===== src/rtl/rv_decode_stage.sv =====
// rtl/rv_decode_stage.sv - RV32I decode stage with registered ID/EX slot and load-use stall
// Optional macro RV_DEC_RV32M_EN enables M-extension (MUL/DIV/REM) decode.
module rv_decode_stage #(
    parameter int XLEN    = 32,
    parameter int ALUOP_W = 5
) (
    input  logic               clk,
    input  logic               rst,
    input  logic               i_valid,
    output logic               o_ready,
    input  logic [31:0]        i_instr,
    input  logic [XLEN-1:0]    i_pc,
    output logic [4:0]         o_rs1_addr,
    output logic [4:0]         o_rs2_addr,
    input  logic [XLEN-1:0]    i_rs1_data,
    input  logic [XLEN-1:0]    i_rs2_data,
    input  logic               i_flush,
    output logic               o_valid,
    input  logic               i_ex_ready,
    output logic [XLEN-1:0]    o_pc,
    output logic [XLEN-1:0]    o_op1,
    output logic [XLEN-1:0]    o_op2,
    output logic [XLEN-1:0]    o_store_data,
    output logic [XLEN-1:0]    o_imm,
    output logic [ALUOP_W-1:0] o_aluop,
    output logic [4:0]         o_rd,
    output logic [4:0]         o_rs1,
    output logic [4:0]         o_rs2,
    output logic               o_rd_we,
    output logic               o_mem_read,
    output logic               o_mem_write,
    output logic               o_branch,
    output logic               o_jump,
    output logic               o_illegal,
    output logic [2:0]         o_funct3
);

    localparam logic [6:0] OPC_OP     = 7'b0110011;
    localparam logic [6:0] OPC_OPIMM  = 7'b0010011;
    localparam logic [6:0] OPC_LOAD   = 7'b0000011;
    localparam logic [6:0] OPC_STORE  = 7'b0100011;
    localparam logic [6:0] OPC_BRANCH = 7'b1100011;
    localparam logic [6:0] OPC_LUI    = 7'b0110111;
    localparam logic [6:0] OPC_AUIPC  = 7'b0010111;
    localparam logic [6:0] OPC_JAL    = 7'b1101111;
    localparam logic [6:0] OPC_JALR   = 7'b1100111;

    localparam logic [ALUOP_W-1:0] ALU_ADD  = ALUOP_W'(0);
    localparam logic [ALUOP_W-1:0] ALU_SUB  = ALUOP_W'(1);
    localparam logic [ALUOP_W-1:0] ALU_XOR  = ALUOP_W'(2);
    localparam logic [ALUOP_W-1:0] ALU_OR   = ALUOP_W'(3);
    localparam logic [ALUOP_W-1:0] ALU_AND  = ALUOP_W'(4);
    localparam logic [ALUOP_W-1:0] ALU_SLL  = ALUOP_W'(5);
    localparam logic [ALUOP_W-1:0] ALU_SRL  = ALUOP_W'(6);
    localparam logic [ALUOP_W-1:0] ALU_SRA  = ALUOP_W'(7);
    localparam logic [ALUOP_W-1:0] ALU_SLT  = ALUOP_W'(8);
    localparam logic [ALUOP_W-1:0] ALU_SLTU = ALUOP_W'(9);
`ifdef RV_DEC_RV32M_EN
    localparam logic [ALUOP_W-1:0] ALU_MUL  = ALUOP_W'(16);
`endif

    function automatic logic [ALUOP_W-1:0] f3_alu(input logic [2:0] f3);
        case (f3)
            3'd0:    return ALU_ADD;
            3'd1:    return ALU_SLL;
            3'd2:    return ALU_SLT;
            3'd3:    return ALU_SLTU;
            3'd4:    return ALU_XOR;
            3'd5:    return ALU_SRL;
            3'd6:    return ALU_OR;
            default: return ALU_AND;
        endcase
    endfunction

    logic [6:0] opc;
    logic [2:0] f3;
    logic [6:0] f7;
    logic [4:0] rd, rs1, rs2;
    assign opc = i_instr[6:0];
    assign rd  = i_instr[11:7];
    assign f3  = i_instr[14:12];
    assign rs1 = i_instr[19:15];
    assign rs2 = i_instr[24:20];
    assign f7  = i_instr[31:25];

    assign o_rs1_addr = rs1;
    assign o_rs2_addr = rs2;

    logic [XLEN-1:0] imm_i, imm_s, imm_b, imm_u, imm_j;
    assign imm_i = XLEN'($signed(i_instr[31:20]));
    assign imm_s = XLEN'($signed({i_instr[31:25], i_instr[11:7]}));
    assign imm_b = XLEN'($signed({i_instr[31], i_instr[7], i_instr[30:25], i_instr[11:8], 1'b0}));
    assign imm_u = XLEN'($signed({i_instr[31:12], 12'b0}));
    assign imm_j = XLEN'($signed({i_instr[31], i_instr[19:12], i_instr[20], i_instr[30:21], 1'b0}));

    logic               legal, writes, is_load, is_store, is_branch, is_jump;
    logic [ALUOP_W-1:0] dec_aluop;
    logic [XLEN-1:0]    dec_op1, dec_op2, dec_sd, dec_imm;

    always_comb begin
        legal     = 1'b0;
        writes    = 1'b0;
        is_load   = 1'b0;
        is_store  = 1'b0;
        is_branch = 1'b0;
        is_jump   = 1'b0;
        dec_aluop = ALU_ADD;
        dec_op1   = '0;
        dec_op2   = '0;
        dec_sd    = '0;
        dec_imm   = '0;
        case (opc)
            OPC_OP: begin
                dec_op1 = i_rs1_data;
                dec_op2 = i_rs2_data;
                writes  = 1'b1;
                if (f7 == 7'b0000000) begin
                    legal     = 1'b1;
                    dec_aluop = f3_alu(f3);
                end else if (f7 == 7'b0100000 && (f3 == 3'd0 || f3 == 3'd5)) begin
                    legal     = 1'b1;
                    dec_aluop = (f3 == 3'd0) ? ALU_SUB : ALU_SRA;
                end
`ifdef RV_DEC_RV32M_EN
                else if (f7 == 7'b0000001) begin
                    legal     = 1'b1;
                    dec_aluop = ALU_MUL | ALUOP_W'(f3);
                end
`endif
            end
            OPC_OPIMM: begin
                dec_op1   = i_rs1_data;
                dec_op2   = imm_i;
                dec_imm   = imm_i;
                writes    = 1'b1;
                legal     = 1'b1;
                dec_aluop = f3_alu(f3);
                if (f3 == 3'd1) begin
                    legal = (f7 == 7'b0000000);
                end else if (f3 == 3'd5) begin
                    legal     = (f7 == 7'b0000000) || (f7 == 7'b0100000);
                    dec_aluop = f7[5] ? ALU_SRA : ALU_SRL;
                end
            end
            OPC_LOAD: begin
                dec_op1 = i_rs1_data;
                dec_op2 = imm_i;
                dec_imm = imm_i;
                writes  = 1'b1;
                is_load = 1'b1;
                legal   = (f3 == 3'd0) || (f3 == 3'd1) || (f3 == 3'd2) || (f3 == 3'd4) || (f3 == 3'd5);
            end
            OPC_STORE: begin
                dec_op1  = i_rs1_data;
                dec_op2  = imm_s;
                dec_imm  = imm_s;
                dec_sd   = i_rs2_data;
                is_store = 1'b1;
                legal    = (f3 <= 3'd2);
            end
            OPC_BRANCH: begin
                dec_op1   = i_rs1_data;
                dec_op2   = i_rs2_data;
                dec_imm   = imm_b;
                dec_aluop = ALU_SUB;
                is_branch = 1'b1;
                legal     = (f3 != 3'd2) && (f3 != 3'd3);
            end
            OPC_LUI: begin
                dec_op2 = imm_u;
                dec_imm = imm_u;
                writes  = 1'b1;
                legal   = 1'b1;
            end
            OPC_AUIPC: begin
                dec_op1 = i_pc;
                dec_op2 = imm_u;
                dec_imm = imm_u;
                writes  = 1'b1;
                legal   = 1'b1;
            end
            OPC_JAL: begin
                dec_op1 = i_pc;
                dec_op2 = XLEN'(4);
                dec_imm = imm_j;
                writes  = 1'b1;
                is_jump = 1'b1;
                legal   = 1'b1;
            end
            OPC_JALR: begin
                dec_op1 = i_pc;
                dec_op2 = XLEN'(4);
                dec_imm = imm_i;
                writes  = 1'b1;
                is_jump = 1'b1;
                legal   = (f3 == 3'd0);
            end
            default: ;
        endcase
        // Illegal instructions still issue, but carry no operands and no side effects.
        if (!legal) begin
            dec_aluop = ALU_ADD;
            dec_op1   = '0;
            dec_op2   = '0;
            dec_sd    = '0;
        end
    end

    logic uses_rs1, uses_rs2;
    assign uses_rs1 = !(opc == OPC_LUI || opc == OPC_AUIPC || opc == OPC_JAL);
    assign uses_rs2 = (opc == OPC_OP) || (opc == OPC_STORE) || (opc == OPC_BRANCH);

    logic valid_q, valid_d;
    logic rd_we_q, mem_read_q, mem_write_q, branch_q, jump_q, illegal_q;
    logic [XLEN-1:0]    pc_q, op1_q, op2_q, sd_q, imm_q;
    logic [ALUOP_W-1:0] aluop_q;
    logic [4:0]         rd_q, rs1_q, rs2_q;
    logic [2:0]         f3_q;

    logic hazard, accept, load_en;
    assign hazard = i_valid && valid_q && mem_read_q && (rd_q != 5'd0) &&
                    ((uses_rs1 && rs1 == rd_q) || (uses_rs2 && rs2 == rd_q));
    assign o_ready = !hazard && (!valid_q || i_ex_ready);
    assign accept  = i_valid && o_ready;
    assign load_en = accept && !i_flush;

    always_comb begin
        valid_d = valid_q;
        if (i_flush)         valid_d = 1'b0;
        else if (accept)     valid_d = 1'b1;
        else if (i_ex_ready) valid_d = 1'b0;
    end

    always_ff @(posedge clk or negedge rst) begin
        if (!rst) begin
            valid_q     <= 1'b0;
            pc_q        <= '0;
            op1_q       <= '0;
            op2_q       <= '0;
            sd_q        <= '0;
            imm_q       <= '0;
            aluop_q     <= '0;
            rd_q        <= '0;
            rs1_q       <= '0;
            rs2_q       <= '0;
            f3_q        <= '0;
            rd_we_q     <= 1'b0;
            mem_read_q  <= 1'b0;
            mem_write_q <= 1'b0;
            branch_q    <= 1'b0;
            jump_q      <= 1'b0;
            illegal_q   <= 1'b0;
        end else begin
            valid_q <= valid_d;
            if (load_en) begin
                pc_q        <= i_pc;
                op1_q       <= dec_op1;
                op2_q       <= dec_op2;
                sd_q        <= dec_sd;
                imm_q       <= dec_imm;
                aluop_q     <= dec_aluop;
                rd_q        <= rd;
                rs1_q       <= uses_rs1 ? rs1 : 5'd0;
                rs2_q       <= uses_rs2 ? rs2 : 5'd0;
                f3_q        <= f3;
                rd_we_q     <= legal && writes && (rd != 5'd0);
                mem_read_q  <= legal && is_load;
                mem_write_q <= legal && is_store;
                branch_q    <= legal && is_branch;
                jump_q      <= legal && is_jump;
                illegal_q   <= !legal;
            end else if (!valid_d) begin
                // Bubbles carry no control side effects downstream.
                rd_we_q     <= 1'b0;
                mem_read_q  <= 1'b0;
                mem_write_q <= 1'b0;
                branch_q    <= 1'b0;
                jump_q      <= 1'b0;
                illegal_q   <= 1'b0;
            end
        end
    end

    assign o_valid      = valid_q;
    assign o_pc         = pc_q;
    assign o_op1        = op1_q;
    assign o_op2        = op2_q;
    assign o_store_data = sd_q;
    assign o_imm        = imm_q;
    assign o_aluop      = aluop_q;
    assign o_rd         = rd_q;
    assign o_rs1        = rs1_q;
    assign o_rs2        = rs2_q;
    assign o_funct3     = f3_q;
    assign o_rd_we      = rd_we_q;
    assign o_mem_read   = mem_read_q;
    assign o_mem_write  = mem_write_q;
    assign o_branch     = branch_q;
    assign o_jump       = jump_q;
    assign o_illegal    = illegal_q;

endmodule


===== config.mk =====
export PLATFORM = sky130hd
export DESIGN_NAME = rv_decode_stage
export DESIGN_NICKNAME = d
export VERILOG_FILES = /design/src/rtl/rv_decode_stage.sv
export SDC_FILE = /design/constraint.sdc
export NUM_CORES = 1
export LEC_CHECK = 0
export CAP_MARGIN = 20
export CORE_ASPECT_RATIO = 0.8
export CORE_MARGIN = 1
export CORE_UTILIZATION = 40
export DETAILED_ROUTE_END_ITERATION = 8
export GPL_TIMING_DRIVEN = 1
export PLACE_DENSITY = 0.78
export SLEW_MARGIN = 25
export SYNTH_ARGS = -nofsm -noshare
export SYNTH_HDL_FRONTEND = slang
export SYNTH_SLANG_ARGS = --single-unit

===== constraint.sdc =====
create_clock -name clk -period 3.4 [get_ports clk]
set_clock_uncertainty 0.15 [all_clocks]
set_input_delay 0.68 -clock clk [delete_from_list [all_inputs] [get_ports clk]]
set_output_delay 0.68 -clock clk [all_outputs]
set_load 0.02 [all_outputs]

==> metrics.cfg <==
[run_status]
status=finished, violations left
violations=DRC

[pwr]
power.density_nw_per_um2=414
ir_worst_vdd_mv=0.292
leakage_nw=5.68
power.total_mw=5.43

[job]
cap_violations=0

[detailed_routing]
wire_per_inst_um=21.0
routed_wl_um=31300
drt_iter0_markers=770
vias_per_cell=5.54
ant_nets=0
vias=8256
drc_errors=21
first_pass_iters=9

[floorplan]
placement_rows=47
fp.dieW_um=166
die_h_um=133
die-area_sq_um=22000
start_util_pct=41.1
core-area_sq_um=20900
num_io_pins=334

[critical_path]
crit_family=buffers and inverters
critPathRequiredTime_ps=2570
endpoint_kind=output pin
path_cells=clkdlybuf4s50_1 > xor2_1 > nor4_4 > buf_4 > nand3_1 > o211a_1 > dlygate4sd2_1
slowest_stage=clkdlybuf4s50_1
reg2reg_depth=8
cp_num_buf_inv=3
cp_max_fo=2
critPathMaxStageDelay_ps=450
worst_ep_arrival_time_ps=2460
rrSetupSlack_ps=850
cp.depth=7
cp-start-kind=input pin
crit_type=in2out

[sta]
fin_crit_sh_pct=96.9
worst_slack_ps=105
finalSetupViolCount=0
period_minus_slack_ps=3290
whs_ps=173
hold_viol=0
finalMaxSlewViolations=0
fmax_mhz=304
slew_headroom_pct=50.5
rsz0062_at_grt=false
worst_pin_slew_ps=742

[yosys]
ys_seq_elements=189
syn_area_sq_um=8580
yosysSeqAreaShare_pct=55.1
synth_edf_count=0
syn_inst=873
ys_warn_count=0
synthFlopType=dfrtp_1
syn_nets=1006
avgSynthCellArea_sq_um=9.83
ys_async_sr_fraction_pct=100
yosysUniqueCellTypes=57

[global_route]
grt_pass1_vias=8041
grt_overflow=0
grt_max_degree=89
grt_pass1_wl_um=48000
antenna_found_initial=2
track_usage_pct=28.7

[clocking]
clock_latency_ps=420
cts_made_buffers=17
clock-sinks=189
cts_tree=done
cts_setup_buffers=0
cts_buffer_depth=2
cts_hold_buf=0
htreeDepth=4
clkSlewWorstSetupHoldPaths_ps=70
cts_root_buf=clkbuf_16

[place]
gp_congestion=0.927
placed_cell_area_sq_um=12500
dp_hpwl_um=23000
pre_cts_ws_ps=-397
io_buffers=332

[finish]
nets=1340
utilization_pct=62.9
area_growth_pct=53.1
multiInputGateArea_sq_um=3420
drive_above_1_share_pct=9.43
fillCellCount=1704
fin_area_sq_um=13100
seqCellArea_sq_um=4730

[hold_path]
hp-class=in2async

==> registers in the layout (all words and copies together) (netlist names) <==
name and flops:
o_mem_write 1, o_mem_read 1, o_pc 32, o_imm 32, o_store_data 32, o_rd 5
o_rs1 5, o_valid 1, o_rd_we 1, o_funct3 3, o_op1 32, o_branch 1
o_illegal 1, o_rs2 5, o_aluop 4, o_op2 32, o_jump 1
==> cells in the mapped netlist, drive strengths merged, types with 3 or more instances <==
cell    count  area (sq um)
nand2     242           908
dfrtp     189          4730
o31ai      60           450
buf        56           349
o21ai      53           269
a22oi      43           323
a22o       42           368
a21oi      34           170
clkbuf     29           109
a221oi     20           175
nand3      15          75.1
nor2       11          43.8
xor2       10          87.6
nor3        8          40.0
a31oi       5          31.3
inv         5          18.8
a21o        3          23.8
and2        3          18.8
and3        3          20.0
nand2b      3          18.8
nand4       3          18.8
==> path summary, 6_finish.rpt <==
kind	start	end
max	i_instr[22]	o_ready
min	rst	o_imm[26]
max reg2reg	o_rd[2]	o_op2[29]
min reg2reg	o_rs1[2]	o_rs1[2]
max in group asynchronous	rst	o_op2[18]
min in group clk	o_rs1[2]	o_rs1[2]
==> through the flow <==
step	setup TNS [ps]	std cells
6_report	0	1491
5_1_grt	0	1491
4_1_cts	0	1489
3_5_place_dp	-397	1457
3_3_place_gp	-423	1457
2_1_floorplan	0	873
==> layout by cell type, fill, tap and decap left out, drive strengths merged, types with 5 or more instances in the layout <==
| cell type | synthesis | routed |
|---|---|---|
| xor2 | 10 | 10 |
| o21ai | 53 | 53 |
| a22oi | 43 | 43 |
| clkinv | 0 | 5 |
| a31oi | 5 | 5 |
| nor3 | 8 | 8 |
| dfrtp | 189 | 189 |
| buf | 56 | 68 |
| a21oi | 34 | 34 |
| a22o | 42 | 42 |
| nand3 | 15 | 15 |
| nor2 | 11 | 11 |
| nand2 | 242 | 242 |
| inv | 5 | 10 |
| clkdlybuf4s50 | 0 | 329 |
| o31ai | 60 | 60 |
| clkbuf | 29 | 20 |
| a221oi | 20 | 20 |
==> report_power, final <==
group	total, mW	switching (mW)	internal [mW]	leakage (nW)
Sequential	2.42	0.0783	2.34	2.56
Combinational	0.980	0.524	0.455	2.83
Clock	2.03	0.926	1.11	0.288
Total	5.43	1.53	3.91	5.68
==> kinds of logic after synthesis <==
logic type             Yosys count  synth area share [%]
other                            1                0.0437
flip-flops                     189                  55.1
AND/OR/NAND/NOR                306                  15.5
buffers and inverters           90                  5.56
XOR/XNOR                        12                  1.22
AO/OA/AOI/OAI                  274                  22.5
multiplexers                     1                 0.131
==> area by class of cell <==
type	count	share of cell area, %
inverters	5	0.143
diodes	2	0.0381
clock buffers	19	3.30
clock inverters	13	1.18
flip-flops and latches	189	36.0
multi-input cells	594	26.0
repair buffers	400	30.7
well taps	269	2.56
==> metal layers <==
metal / vias up / part of all wire (%) / track usage [%]
li1: 3775 / - / -
met1: 4015 / 43 / 38.8
met2: 437 / 44 / 43.3
met3: 29 / 11 / 10.8
met4: 0 / 1.5 / 7.22
met5: - / 0 / 0
==> what timing repair did <==
action,in CTS,in global routing
setup endpoints to repair,1,1
pin swaps,1,1
gates resized for setup,3,1
hold endpoints to repair,0,0
Note: power is estimated with default switching activity, not from simulation.
